File: src/rtl/fruit_controller_if.sv
// Bundles the fruit controller's game-side signals: candidate stream from the fruit
// generator, head/death info from the snake engine, and the fruit/length/lives results.
interface fruit_controller_if;
  logic       tick;
  logic       game_active;
  logic [9:0] cand_x;
  logic [8:0] cand_y;
  logic [1:0] cand_type;
  logic [9:0] head_x;
  logic [8:0] head_y;
  logic       life_lost;
  logic [9:0] fruit_x;
  logic [8:0] fruit_y;
  logic [1:0] fruit_type;
  logic       fruit_visible;
  logic       eat_pulse;
  logic [6:0] snake_len;
  logic [2:0] lives;
  logic       game_over;

  // Environment side: generator, snake engine and renderer.
  modport master (
    output tick, game_active, cand_x, cand_y, cand_type, head_x, head_y, life_lost,
    input  fruit_x, fruit_y, fruit_type, fruit_visible, eat_pulse, snake_len, lives, game_over
  );

  // Controller side.
  modport slave (
    input  tick, game_active, cand_x, cand_y, cand_type, head_x, head_y, life_lost,
    output fruit_x, fruit_y, fruit_type, fruit_visible, eat_pulse, snake_len, lives, game_over
  );
endinterface

File: src/rtl/fruit_controller.sv
// Fruit controller: samples one grid-snapped fruit from the generator stream, tracks its
// lifetime, detects the snake head eating it, applies the effect to length/lives and
// waits a cooldown before sampling the next fruit.
module fruit_controller #(
  parameter int unsigned GRID_LOG2  = 3,
  parameter int unsigned H_RES      = 640,
  parameter int unsigned V_RES      = 480,
  parameter int unsigned INIT_LEN   = 3,
  parameter int unsigned MIN_LEN    = 3,
  parameter int unsigned MAX_LEN    = 64,
  parameter int unsigned INIT_LIVES = 3,
  parameter int unsigned MAX_LIVES  = 7,
  parameter int unsigned LIFETIME   = 600,
  parameter int unsigned COOLDOWN   = 20,
  parameter int unsigned MAX_TRIES  = 16
) (
  input  logic              i_clk,
  input  logic              i_reset,
  fruit_controller_if.slave if_bus
);

  typedef enum logic [1:0] {StEmpty, StSample, StActive, StCooldown} state_e;

  localparam logic [9:0]  XMask     = ~10'((1 << GRID_LOG2) - 1);
  localparam logic [8:0]  YMask     = ~9'((1 << GRID_LOG2) - 1);
  localparam logic [10:0] HLim      = 11'(H_RES);
  localparam logic [9:0]  VLim      = 10'(V_RES);
  localparam logic [9:0]  FallX     = 10'(H_RES / 2);
  localparam logic [8:0]  FallY     = 9'(V_RES / 2);
  localparam logic [9:0]  LifeInit  = 10'(LIFETIME);
  localparam logic [7:0]  CoolInit  = 8'(COOLDOWN);
  localparam logic [7:0]  TryLast   = 8'(MAX_TRIES - 1);
  localparam logic [6:0]  LenInit   = 7'(INIT_LEN);
  localparam logic [6:0]  LenMin    = 7'(MIN_LEN);
  localparam logic [6:0]  LenMax    = 7'(MAX_LEN);
  localparam logic [2:0]  LivesInit = 3'(INIT_LIVES);
  localparam logic [2:0]  LivesMax  = 3'(MAX_LIVES);

  state_e     r_state, w_state_d;
  logic [7:0] r_try, w_try_d;
  logic [9:0] r_life, w_life_d;
  logic [7:0] r_cool, w_cool_d;
  logic [9:0] r_fruit_x, w_fruit_x_d;
  logic [8:0] r_fruit_y, w_fruit_y_d;
  logic [1:0] r_fruit_type, w_fruit_type_d;
  logic       r_visible, w_visible_d;
  logic       r_eat, w_eat_d;
  logic [6:0] r_len, w_len_d;
  logic [2:0] r_lives, w_lives_d, w_lives_inc;
  logic       r_game_over;
  logic       w_add_life;

  logic [9:0] w_sx, w_hx;
  logic [8:0] w_sy, w_hy;
  logic       w_accept, w_hit;

  assign w_sx = if_bus.cand_x & XMask;
  assign w_sy = if_bus.cand_y & YMask;
  assign w_hx = if_bus.head_x & XMask;
  assign w_hy = if_bus.head_y & YMask;

  // A candidate must carry a real type, lie on the playfield and not sit under the head.
  assign w_accept = (if_bus.cand_type != 2'b00) &&
                    ({1'b0, if_bus.cand_x} < HLim) &&
                    ({1'b0, if_bus.cand_y} < VLim) &&
                    !((w_sx == w_hx) && (w_sy == w_hy));

  assign w_hit = (w_hx == r_fruit_x) && (w_hy == r_fruit_y);

  // Next-state, counters, fruit latch and effect application.
  always_comb begin
    w_state_d      = r_state;
    w_try_d        = r_try;
    w_life_d       = r_life;
    w_cool_d       = r_cool;
    w_fruit_x_d    = r_fruit_x;
    w_fruit_y_d    = r_fruit_y;
    w_fruit_type_d = r_fruit_type;
    w_visible_d    = r_visible;
    w_eat_d        = 1'b0;
    w_len_d        = r_len;
    w_add_life     = 1'b0;

    if (!if_bus.game_active) begin
      // Leaving the game drops the fruit; any same-cycle hit is discarded.
      w_state_d   = StEmpty;
      w_visible_d = 1'b0;
    end else begin
      unique case (r_state)
        StEmpty: begin
          w_state_d = StSample;
          w_try_d   = '0;
        end
        StSample: begin
          if (w_accept) begin
            w_fruit_x_d    = w_sx;
            w_fruit_y_d    = w_sy;
            w_fruit_type_d = if_bus.cand_type;
            w_visible_d    = 1'b1;
            w_life_d       = LifeInit;
            w_state_d      = StActive;
          end else if (r_try == TryLast) begin
            // Generator kept failing: place a grow fruit mid-screen, overlap not checked.
            w_fruit_x_d    = FallX;
            w_fruit_y_d    = FallY;
            w_fruit_type_d = 2'b01;
            w_visible_d    = 1'b1;
            w_life_d       = LifeInit;
            w_try_d        = '0;
            w_state_d      = StActive;
          end else begin
            w_try_d = r_try + 8'd1;
          end
        end
        StActive: begin
          if (if_bus.tick) begin
            if (w_hit) begin
              w_eat_d     = 1'b1;
              w_visible_d = 1'b0;
              w_cool_d    = CoolInit;
              w_state_d   = StCooldown;
              case (r_fruit_type)
                2'b01:   if (r_len < LenMax) w_len_d = r_len + 7'd1;
                2'b10:   if (r_len > LenMin) w_len_d = r_len - 7'd1;
                2'b11:   w_add_life = 1'b1;
                default: ;
              endcase
            end else if (r_life == 10'd1) begin
              w_visible_d = 1'b0;
              w_cool_d    = CoolInit;
              w_state_d   = StCooldown;
            end else begin
              w_life_d = r_life - 10'd1;
            end
          end
        end
        StCooldown: begin
          if (if_bus.tick) begin
            w_cool_d = r_cool - 8'd1;
            if (r_cool <= 8'd1) begin
              w_state_d = StSample;
              w_try_d   = '0;
            end
          end
        end
      endcase
    end

    // Extra life is added before the death is taken, so a full bar ends at MAX_LIVES-1.
    w_lives_inc = r_lives;
    if (w_add_life && (r_lives < LivesMax)) w_lives_inc = r_lives + 3'd1;
    w_lives_d = w_lives_inc;
    if (if_bus.life_lost && (w_lives_inc != 3'd0)) w_lives_d = w_lives_inc - 3'd1;
  end

  // State and output registers with synchronous reset.
  always_ff @(posedge i_clk) begin
    if (i_reset) begin
      r_state      <= StEmpty;
      r_try        <= '0;
      r_life       <= '0;
      r_cool       <= '0;
      r_fruit_x    <= '0;
      r_fruit_y    <= '0;
      r_fruit_type <= 2'b00;
      r_visible    <= 1'b0;
      r_eat        <= 1'b0;
      r_len        <= LenInit;
      r_lives      <= LivesInit;
      r_game_over  <= 1'b0;
    end else begin
      r_state      <= w_state_d;
      r_try        <= w_try_d;
      r_life       <= w_life_d;
      r_cool       <= w_cool_d;
      r_fruit_x    <= w_fruit_x_d;
      r_fruit_y    <= w_fruit_y_d;
      r_fruit_type <= w_fruit_type_d;
      r_visible    <= w_visible_d;
      r_eat        <= w_eat_d;
      r_len        <= w_len_d;
      r_lives      <= w_lives_d;
      r_game_over  <= (r_lives == 3'd0);
    end
  end

  assign if_bus.fruit_x       = r_fruit_x;
  assign if_bus.fruit_y       = r_fruit_y;
  assign if_bus.fruit_type    = r_fruit_type;
  assign if_bus.fruit_visible = r_visible;
  assign if_bus.eat_pulse     = r_eat;
  assign if_bus.snake_len     = r_len;
  assign if_bus.lives         = r_lives;
  assign if_bus.game_over     = r_game_over;

endmodule

File: src/flat_wrapper.sv
// flat-port wrapper written by rule: the top's interface ports become plain ports
module fruit_controller_flat 
#(
  parameter int unsigned GRID_LOG2  = 3,
  parameter int unsigned H_RES      = 640,
  parameter int unsigned V_RES      = 480,
  parameter int unsigned INIT_LEN   = 3,
  parameter int unsigned MIN_LEN    = 3,
  parameter int unsigned MAX_LEN    = 64,
  parameter int unsigned INIT_LIVES = 3,
  parameter int unsigned MAX_LIVES  = 7,
  parameter int unsigned LIFETIME   = 600,
  parameter int unsigned COOLDOWN   = 20,
  parameter int unsigned MAX_TRIES  = 16
)
  (i_clk, i_reset, if_bus_tick, if_bus_game_active, if_bus_cand_x, if_bus_cand_y, if_bus_cand_type, if_bus_head_x, if_bus_head_y, if_bus_life_lost, if_bus_fruit_x, if_bus_fruit_y, if_bus_fruit_type, if_bus_fruit_visible, if_bus_eat_pulse, if_bus_snake_len, if_bus_lives, if_bus_game_over);
  fruit_controller_if if_bus_i ();
  input  logic i_clk;
  input  logic i_reset;
  input wire logic [$bits(if_bus_i.tick)-1:0] if_bus_tick;
  input wire logic [$bits(if_bus_i.game_active)-1:0] if_bus_game_active;
  input wire logic [$bits(if_bus_i.cand_x)-1:0] if_bus_cand_x;
  input wire logic [$bits(if_bus_i.cand_y)-1:0] if_bus_cand_y;
  input wire logic [$bits(if_bus_i.cand_type)-1:0] if_bus_cand_type;
  input wire logic [$bits(if_bus_i.head_x)-1:0] if_bus_head_x;
  input wire logic [$bits(if_bus_i.head_y)-1:0] if_bus_head_y;
  input wire logic [$bits(if_bus_i.life_lost)-1:0] if_bus_life_lost;
  output wire logic [$bits(if_bus_i.fruit_x)-1:0] if_bus_fruit_x;
  output wire logic [$bits(if_bus_i.fruit_y)-1:0] if_bus_fruit_y;
  output wire logic [$bits(if_bus_i.fruit_type)-1:0] if_bus_fruit_type;
  output wire logic [$bits(if_bus_i.fruit_visible)-1:0] if_bus_fruit_visible;
  output wire logic [$bits(if_bus_i.eat_pulse)-1:0] if_bus_eat_pulse;
  output wire logic [$bits(if_bus_i.snake_len)-1:0] if_bus_snake_len;
  output wire logic [$bits(if_bus_i.lives)-1:0] if_bus_lives;
  output wire logic [$bits(if_bus_i.game_over)-1:0] if_bus_game_over;
  assign if_bus_i.tick = if_bus_tick;
  assign if_bus_i.game_active = if_bus_game_active;
  assign if_bus_i.cand_x = if_bus_cand_x;
  assign if_bus_i.cand_y = if_bus_cand_y;
  assign if_bus_i.cand_type = if_bus_cand_type;
  assign if_bus_i.head_x = if_bus_head_x;
  assign if_bus_i.head_y = if_bus_head_y;
  assign if_bus_i.life_lost = if_bus_life_lost;
  assign if_bus_fruit_x = if_bus_i.fruit_x;
  assign if_bus_fruit_y = if_bus_i.fruit_y;
  assign if_bus_fruit_type = if_bus_i.fruit_type;
  assign if_bus_fruit_visible = if_bus_i.fruit_visible;
  assign if_bus_eat_pulse = if_bus_i.eat_pulse;
  assign if_bus_snake_len = if_bus_i.snake_len;
  assign if_bus_lives = if_bus_i.lives;
  assign if_bus_game_over = if_bus_i.game_over;
  fruit_controller #(.GRID_LOG2(GRID_LOG2), .H_RES(H_RES), .V_RES(V_RES), .INIT_LEN(INIT_LEN), .MIN_LEN(MIN_LEN), .MAX_LEN(MAX_LEN), .INIT_LIVES(INIT_LIVES), .MAX_LIVES(MAX_LIVES), .LIFETIME(LIFETIME), .COOLDOWN(COOLDOWN), .MAX_TRIES(MAX_TRIES)) u_core (.i_clk(i_clk), .i_reset(i_reset), .if_bus(if_bus_i));
endmodule
File: config.mk
export PLATFORM = sky130hd
export DESIGN_NAME = fruit_controller_flat
export DESIGN_NICKNAME = d
export VERILOG_FILES = /design/src/rtl/fruit_controller_if.sv /design/src/rtl/fruit_controller.sv /design/src/flat_wrapper.sv
export SDC_FILE = /design/constraint.sdc
export NUM_CORES = 1
export LEC_CHECK = 0
export ABC_AREA = 1
export BUFFER_PORTS_ARGS = -buffer_cell sky130_fd_sc_hd__buf_2
export CORE_UTILIZATION = 45
export CTS_CLUSTER_DIAMETER = 100
export DETAILED_ROUTE_END_ITERATION = 10
export PLACE_DENSITY_LB_ADDON = 0.15
export SYNTH_ARGS = -nofsm -noshare
export SYNTH_HDL_FRONTEND = slang
export SYNTH_SLANG_ARGS = --single-unit
export TNS_END_PERCENT = 10
File: constraint.sdc
create_clock -name i_clk -period 6.7 [get_ports i_clk]
set_clock_uncertainty 0.2 [all_clocks]
set_input_delay 0.335 -clock i_clk [delete_from_list [all_inputs] [get_ports i_clk]]
set_output_delay 0.335 -clock i_clk [all_outputs]
set_load 0.01 [all_outputs]
# Word level (Yosys, flattened, before mapping)
# Index checks and enable logic that the tools add are counted.
[word_totals]
register_bits = 62
input_bits = 45
output_inout_bits = 34
elab_cells = 123
[classes]
magnitude_cmp = 6
add_sub_neg = 7
bitwise_logic = 3
eq_ne = 22
muxes = 47
n_reduce_logical = 26
[op_table]
columns = ["operator", "n"]
rows = [
  ["$mux W10", 7],
  ["$mux W8", 8],
  ["$pmux W8 S3", 1],
  ["$pmux W10 S2", 1],
  ["$mux W2", 9],
  ["$mux W9", 2],
  ["$pmux W8 S2", 1],
  ["$reduce_and A5 Y1", 3],
  ["$mux W7", 2],
  ["$pmux W7 S2", 1],
  ["$mux W1", 11],
  ["$eq A10 B1 Y1 const B", 1],
  ["$eq A10 B10 Y1", 1],
  ["$lt A10 B10 Y1 const B", 1],
  ["$ne A2 B2 Y1 const B", 5],
  ["$reduce_bool A2 Y1", 5],
  ["$sub A10 B1 Y10 const B", 1],
  ["$eq A9 B9 Y1", 1],
  ["$lt A9 B9 Y1 const B", 1],
  ["$add A8 B1 Y8 const B", 1],
  ["$eq A2 B2 Y1 const B", 4],
  ["$eq A8 B4 Y1 const B", 1],
  ["$le A8 B1 Y1 const B", 1],
  ["$pmux W2 S4", 1],
  ["27 further kinds", 41],
]

# Logic depth before layout (Yosys ltp)
[logic_depth]
word_depth = 11
ltp_mapped = 19
ltp_nobuf = 19

# Least setup slack after synthesis
# No wires, ideal clock.
[synth_timing]
path_kind = "register to register"
start = "register u_core.r_state[0]"
end = "register u_core.r_lives[1] (netlist: u_core.if_bus.lives[1])"
setup_slack_ns = 4.317
t_arrival_ns = 2.113
required_time_ns = 6.430
path_stages_with_launch = 16
synth_period_minus_slack_ns = 2.383
setup_ns = 0.070
cell_sequence = "dfxtp_1 > inv_1 > ha_1 > buf_2 > inv_1 > buf_2 > nor2_1 > nand3_1 > nand2_1 > nand2_1 > ha_1 > ha_1 > nor2_1 > inv_1 > o21ai_0 > o21bai_1"
[synth_between]
elab_chain_len = 8
[synth_rtl]
columns = ["element", "line_no", "source"]
rows = [
  ["from (decl)", "fruit_controller.sv:39", "state_e r_state, w_state_d;"],
  ["from (signal assigned)", "fruit_controller.sv:159", "r_state <= StEmpty;"],
  ["from (signal assigned)", "fruit_controller.sv:172", "r_state <= w_state_d;"],
  ["$eq A2 B2 Y1 (*)", "fruit_controller.sv:89", "unique case (r_state)"],
  ["$mux W1 (*)", "fruit_controller.sv:89", ""],
  ["$mux W1 (*)", "fruit_controller.sv:84", "if (!if_bus.game_active) begin"],
  ["$logic_and A1 B1 Y1 (*)", "fruit_controller.sv:151", "if (w_add_life && (r_lives < LivesMax)) w_lives_inc = r_lives + 3'd1;"],
  ["$mux W3 (*)", "fruit_controller.sv:151", ""],
  ["parallel branches: the longest is 2 deep, another holds $sub A3 B1 Y3", "--", ""],
  ["$mux W3 (*)", "fruit_controller.sv:153", "if (if_bus.life_lost && (w_lives_inc != 3'd0)) w_lives_d = w_lives_inc - 3'd1;"],
  ["to (signal assigned)", "fruit_controller.sv:169", "r_lives <= LivesInit;"],
  ["to (signal assigned)", "fruit_controller.sv:182", "r_lives <= w_lives_d;"],
  ["to (decl)", "fruit_controller.sv:49", "logic [2:0] r_lives, w_lives_d, w_lives_inc;"],
]
# Mark *: on every way between the ends.
# A chain may end at the register's enable or synchronous reset.

# Final worst setup path
# Same ends and word-level chain as after synthesis.

==> results.py <==
metrics = {
    "timing": {
        "maxSlewHeadroom_pct": 47.4,
        "slew_viol_final": 0,
        "grt_setup_unrepaired": "no",
        "least_margin_pin_slew_ns": 0.788,
        "layout_min_cycle_time_ns": 2.93,
        "finalCritPeriodShare_pct": 43.7,
        "fmax_ghz": 0.342,
        "finalSetupViolCount": 0,
        "report.final.hold_viol_count": 0,
        "tns_ns": 0,
    },
    "layout": {
        "layout_commonest_cell": "nand2_1",
        "final_layout_size_suffix_gt1_share_pct": 15.2,
        "top_library_cells_by_usage_in_the_layout_fill_and_taps_aside": "nand2_1 (183), inv_1 (76), nor2_1 (72)",
        "layout.core_utilization_pct": 52.4,
        "design.final.nets": 737,
        "area.growth.synth_to_final_pct": 11.9,
        "stdcell_count": 776,
        "antenna_cells": 0,
        "post-route-cell-area_um2": 4330,
    },
    "clocking": {
        "clkSlewWorstSetupHoldPaths_ns": 0.11,
        "cts_max_level": 2,
        "tritoncts_buffers": 5,
        "cts.sink_count": 56,
        "total_of_cells_resized_after_clock_tree_synthesis": 0,
        "total_setup_buffers_inserted_after_cts": 0,
        "clk-insertion-delay-late_ns": 0.31,
        "cts_tree": "done",
        "hold_buffers": 0,
        "max-clock-path-buffers": 2,
        "cts-root-buf": "clkbuf_8",
    },
    "critical_path": {
        "cp_slowest_cell": "ha_1",
        "critPathMaxFanout": 12,
        "worst_ep_arrival_time_ns": 2.98,
        "path_class": "reg -> reg",
        "timing.critical_path.required_ns": 6.75,
        "critical_path.cell_chain": "inv_1, ha_1, inv_1, nor2_1, nand3_1, nand2_1, nand2_1, ha_1, ha_1, nor2_1, inv_1, o21ai_0, o21bai_1",
        "cp-end-kind": "flip-flop",
        "crit_path_start_kind": "flip-flop",
        "critPathMaxStageDelay_ns": 0.40,
    },
    "drt": {
        "drt_drc_violations_left": 0,
        "postRouteWirelength_mm": 8.75,
        "postRouteAntennaNets": 0,
        "drt_pass1_iterations": 4,
        "detailroute.via_count": 3803,
        "drt_iter0_drc": 170,
        "post_dr_wirelength_cell_um": 11.3,
        "drt-vias-per-instance": 4.90,
    },
    "placed_design": {
        "placedCellCount": 768,
        "gp_congestion": 0.820,
        "place.port_buffers": 60,
        "placement.cell_area_um2": 4220,
        "hpwl_mm": 6.60,
    },
    "synthesis": {
        "asr_flop_ratio_synth_pct": 0,
        "synth-edff-count": 0,
        "synthCells": 614,
        "syn_avg_cell_area_um2": 6.30,
        "ys_ff_latch": 56,
        "synth_area_leaders": "dfxtp_1 (29%), nand2_1 (18%), inv_1 (7.4%)",
        "top_flip_flop_cell_by_instance_count_after_synthesis": "dfxtp_1",
        "syn_area_um2": 3870,
        "yosys_warnings": 0,
        "synth_top_cell_by_area": "dfxtp_1",
        "ys_types": 38,
        "synth.yosys.seq_area_share_pct": 29.0,
        "synth_top_area_share_pct": 29.0,
    },
    "die": {
        "coreArea_um2": 8260,
        "io-pin-count": 79,
        "die_height_um": 94.7,
        "initial_util_pct": 46.8,
        "chipWidth_um": 94.7,
        "fp-row-count": 33,
        "die_area_um2": 8970,
    },
    "global_route": {
        "first_global_vias": 3588,
        "grt_first_pass_wirelength_mm": 15.4,
        "largest_net_degree_at_the_start_of_global_routing": 37,
        "grt_antenna_before_repair": 0,
        "grt-ovfl-total": 0,
        "total_global_routing_track_utilization_pct": 21.3,
    },
    "power_and_ir_drop": {
        "power.static_leakage_nw": 2.14,
        "irDropWorstVdd_uv": 124,
        "power.density_nw_per_um2": 164,
    },
    "min_path": {
        "worst_hold_path_type": "in -> reg",
    },
    "run_status": {
        "outcome": "completed",
    },
    "flow_run": {
        "cap_viol_max_count": 0,
    },
}
[cells by family after synthesis]
group,synth area share (%)
XOR/XNOR,4.08
buffers and inverters,10.7
flip-flops,29.0
adder cells (fa/ha/maj),7.31
other,0.0970
AO/OA/AOI/OAI,11.5
AND/OR/NAND/NOR,37.3
[critical path: cells and delay by family, from the launching register on]
family / cells / cell delay [ns]
AO/OA/AOI/OAI: 2 / 0.26
adder cells (fa/ha/maj): 3 / 0.82
buffers and inverters: 3 / 0.50
flip-flops: 1 / 0.36
AND/OR/NAND/NOR: 5 / 0.71
[worst paths after layout]
kind                                            startpoint                                        to  slack (ns)  cells after the start
setup / recovery            u_core.r_state[0]$_SDFFE_PP0P_         u_core.if_bus.lives[1]$_SDFF_PP1_        3.77                     13
hold / removal                         if_bus_cand_type[1]  u_core.if_bus.fruit_type[1]$_SDFFE_PP0P_        0.08                      3
setup reg to reg            u_core.r_state[0]$_SDFFE_PP0P_         u_core.if_bus.lives[1]$_SDFF_PP1_        3.77                     13
hold reg to reg   u_core.if_bus.fruit_visible$_SDFFE_PP0P_  u_core.if_bus.fruit_visible$_SDFFE_PP0P_        0.28                      2
[cell usage after synthesis, types with 7 or more instances]
cell,count
dfxtp_1,56
ha_1,21
nand2_2,8
nand3_1,45
or2_2,7
a21oi_1,47
buf_4,7
nand2_1,183
nand4_1,8
xnor2_1,8
inv_1,76
o21ai_0,18
xor2_1,10
nor2_1,72
[flip-flops by register name, summed over array words and instances, names as in the netlist]
signal and count:
u_core.if_bus.eat_pulse 1, u_core.if_bus.fruit_visible 1, u_core.if_bus.game_over 1, u_core.r_state 2, u_core.if_bus.lives 3, u_core.if_bus.fruit_y 6
u_core.r_try 8, u_core.if_bus.snake_len 7, u_core.r_life 10, u_core.if_bus.fruit_x 7, u_core.if_bus.fruit_type 2, u_core.r_cool 8
[power breakdown]
group	leakage [nW]	internal [W]	switching, W
Sequential	0.454	0.000342	0.00000920
Combinational	1.63	0.0000512	0.0000836
Clock	0.0552	0.000111	0.000114
Total	2.14	0.000505	0.000207
[cell type report]
type	count	area, µm²
Tap cell	105	131
Clock inverter	2	35.0
Inverter	84	317
Sequential cell	56	1120
Clock buffer	6	72.6
Fill cell	852	3930
Timing Repair Buffer	60	300
Multi-Input combinational cell	463	2350
[stage by stage]
| stage | hold WS [ns] | total power [W] | worst slack [ns] |
|---|---|---|---|
| 6_report | 0.0759 | 0.000711 | 3.77 |
| 5_1_grt | 0.0635 | 0.000753 | 3.48 |
| 3_3_place_gp | 0.256 | 0.000491 | 3.91 |
| 3_5_place_dp | 0.274 | 0.000494 | 3.80 |
| 2_1_floorplan | 0.256 | 0.000458 | 4.32 |
| 4_1_cts | 0.0655 | 0.000719 | 3.76 |
[per-layer routing]
layer | vias to the layer above | track usage [%] | wire (µm)
li1 | 2031 | - | -
met1 | 1693 | 26.3 | 4150
met2 | 70 | 37.5 | 4150
met3 | 9 | 3.54 | 330
met4 | 0 | 6.69 | 112
met5 | - | 0 | 0
Note: power is estimated with default switching activity, not from simulation.
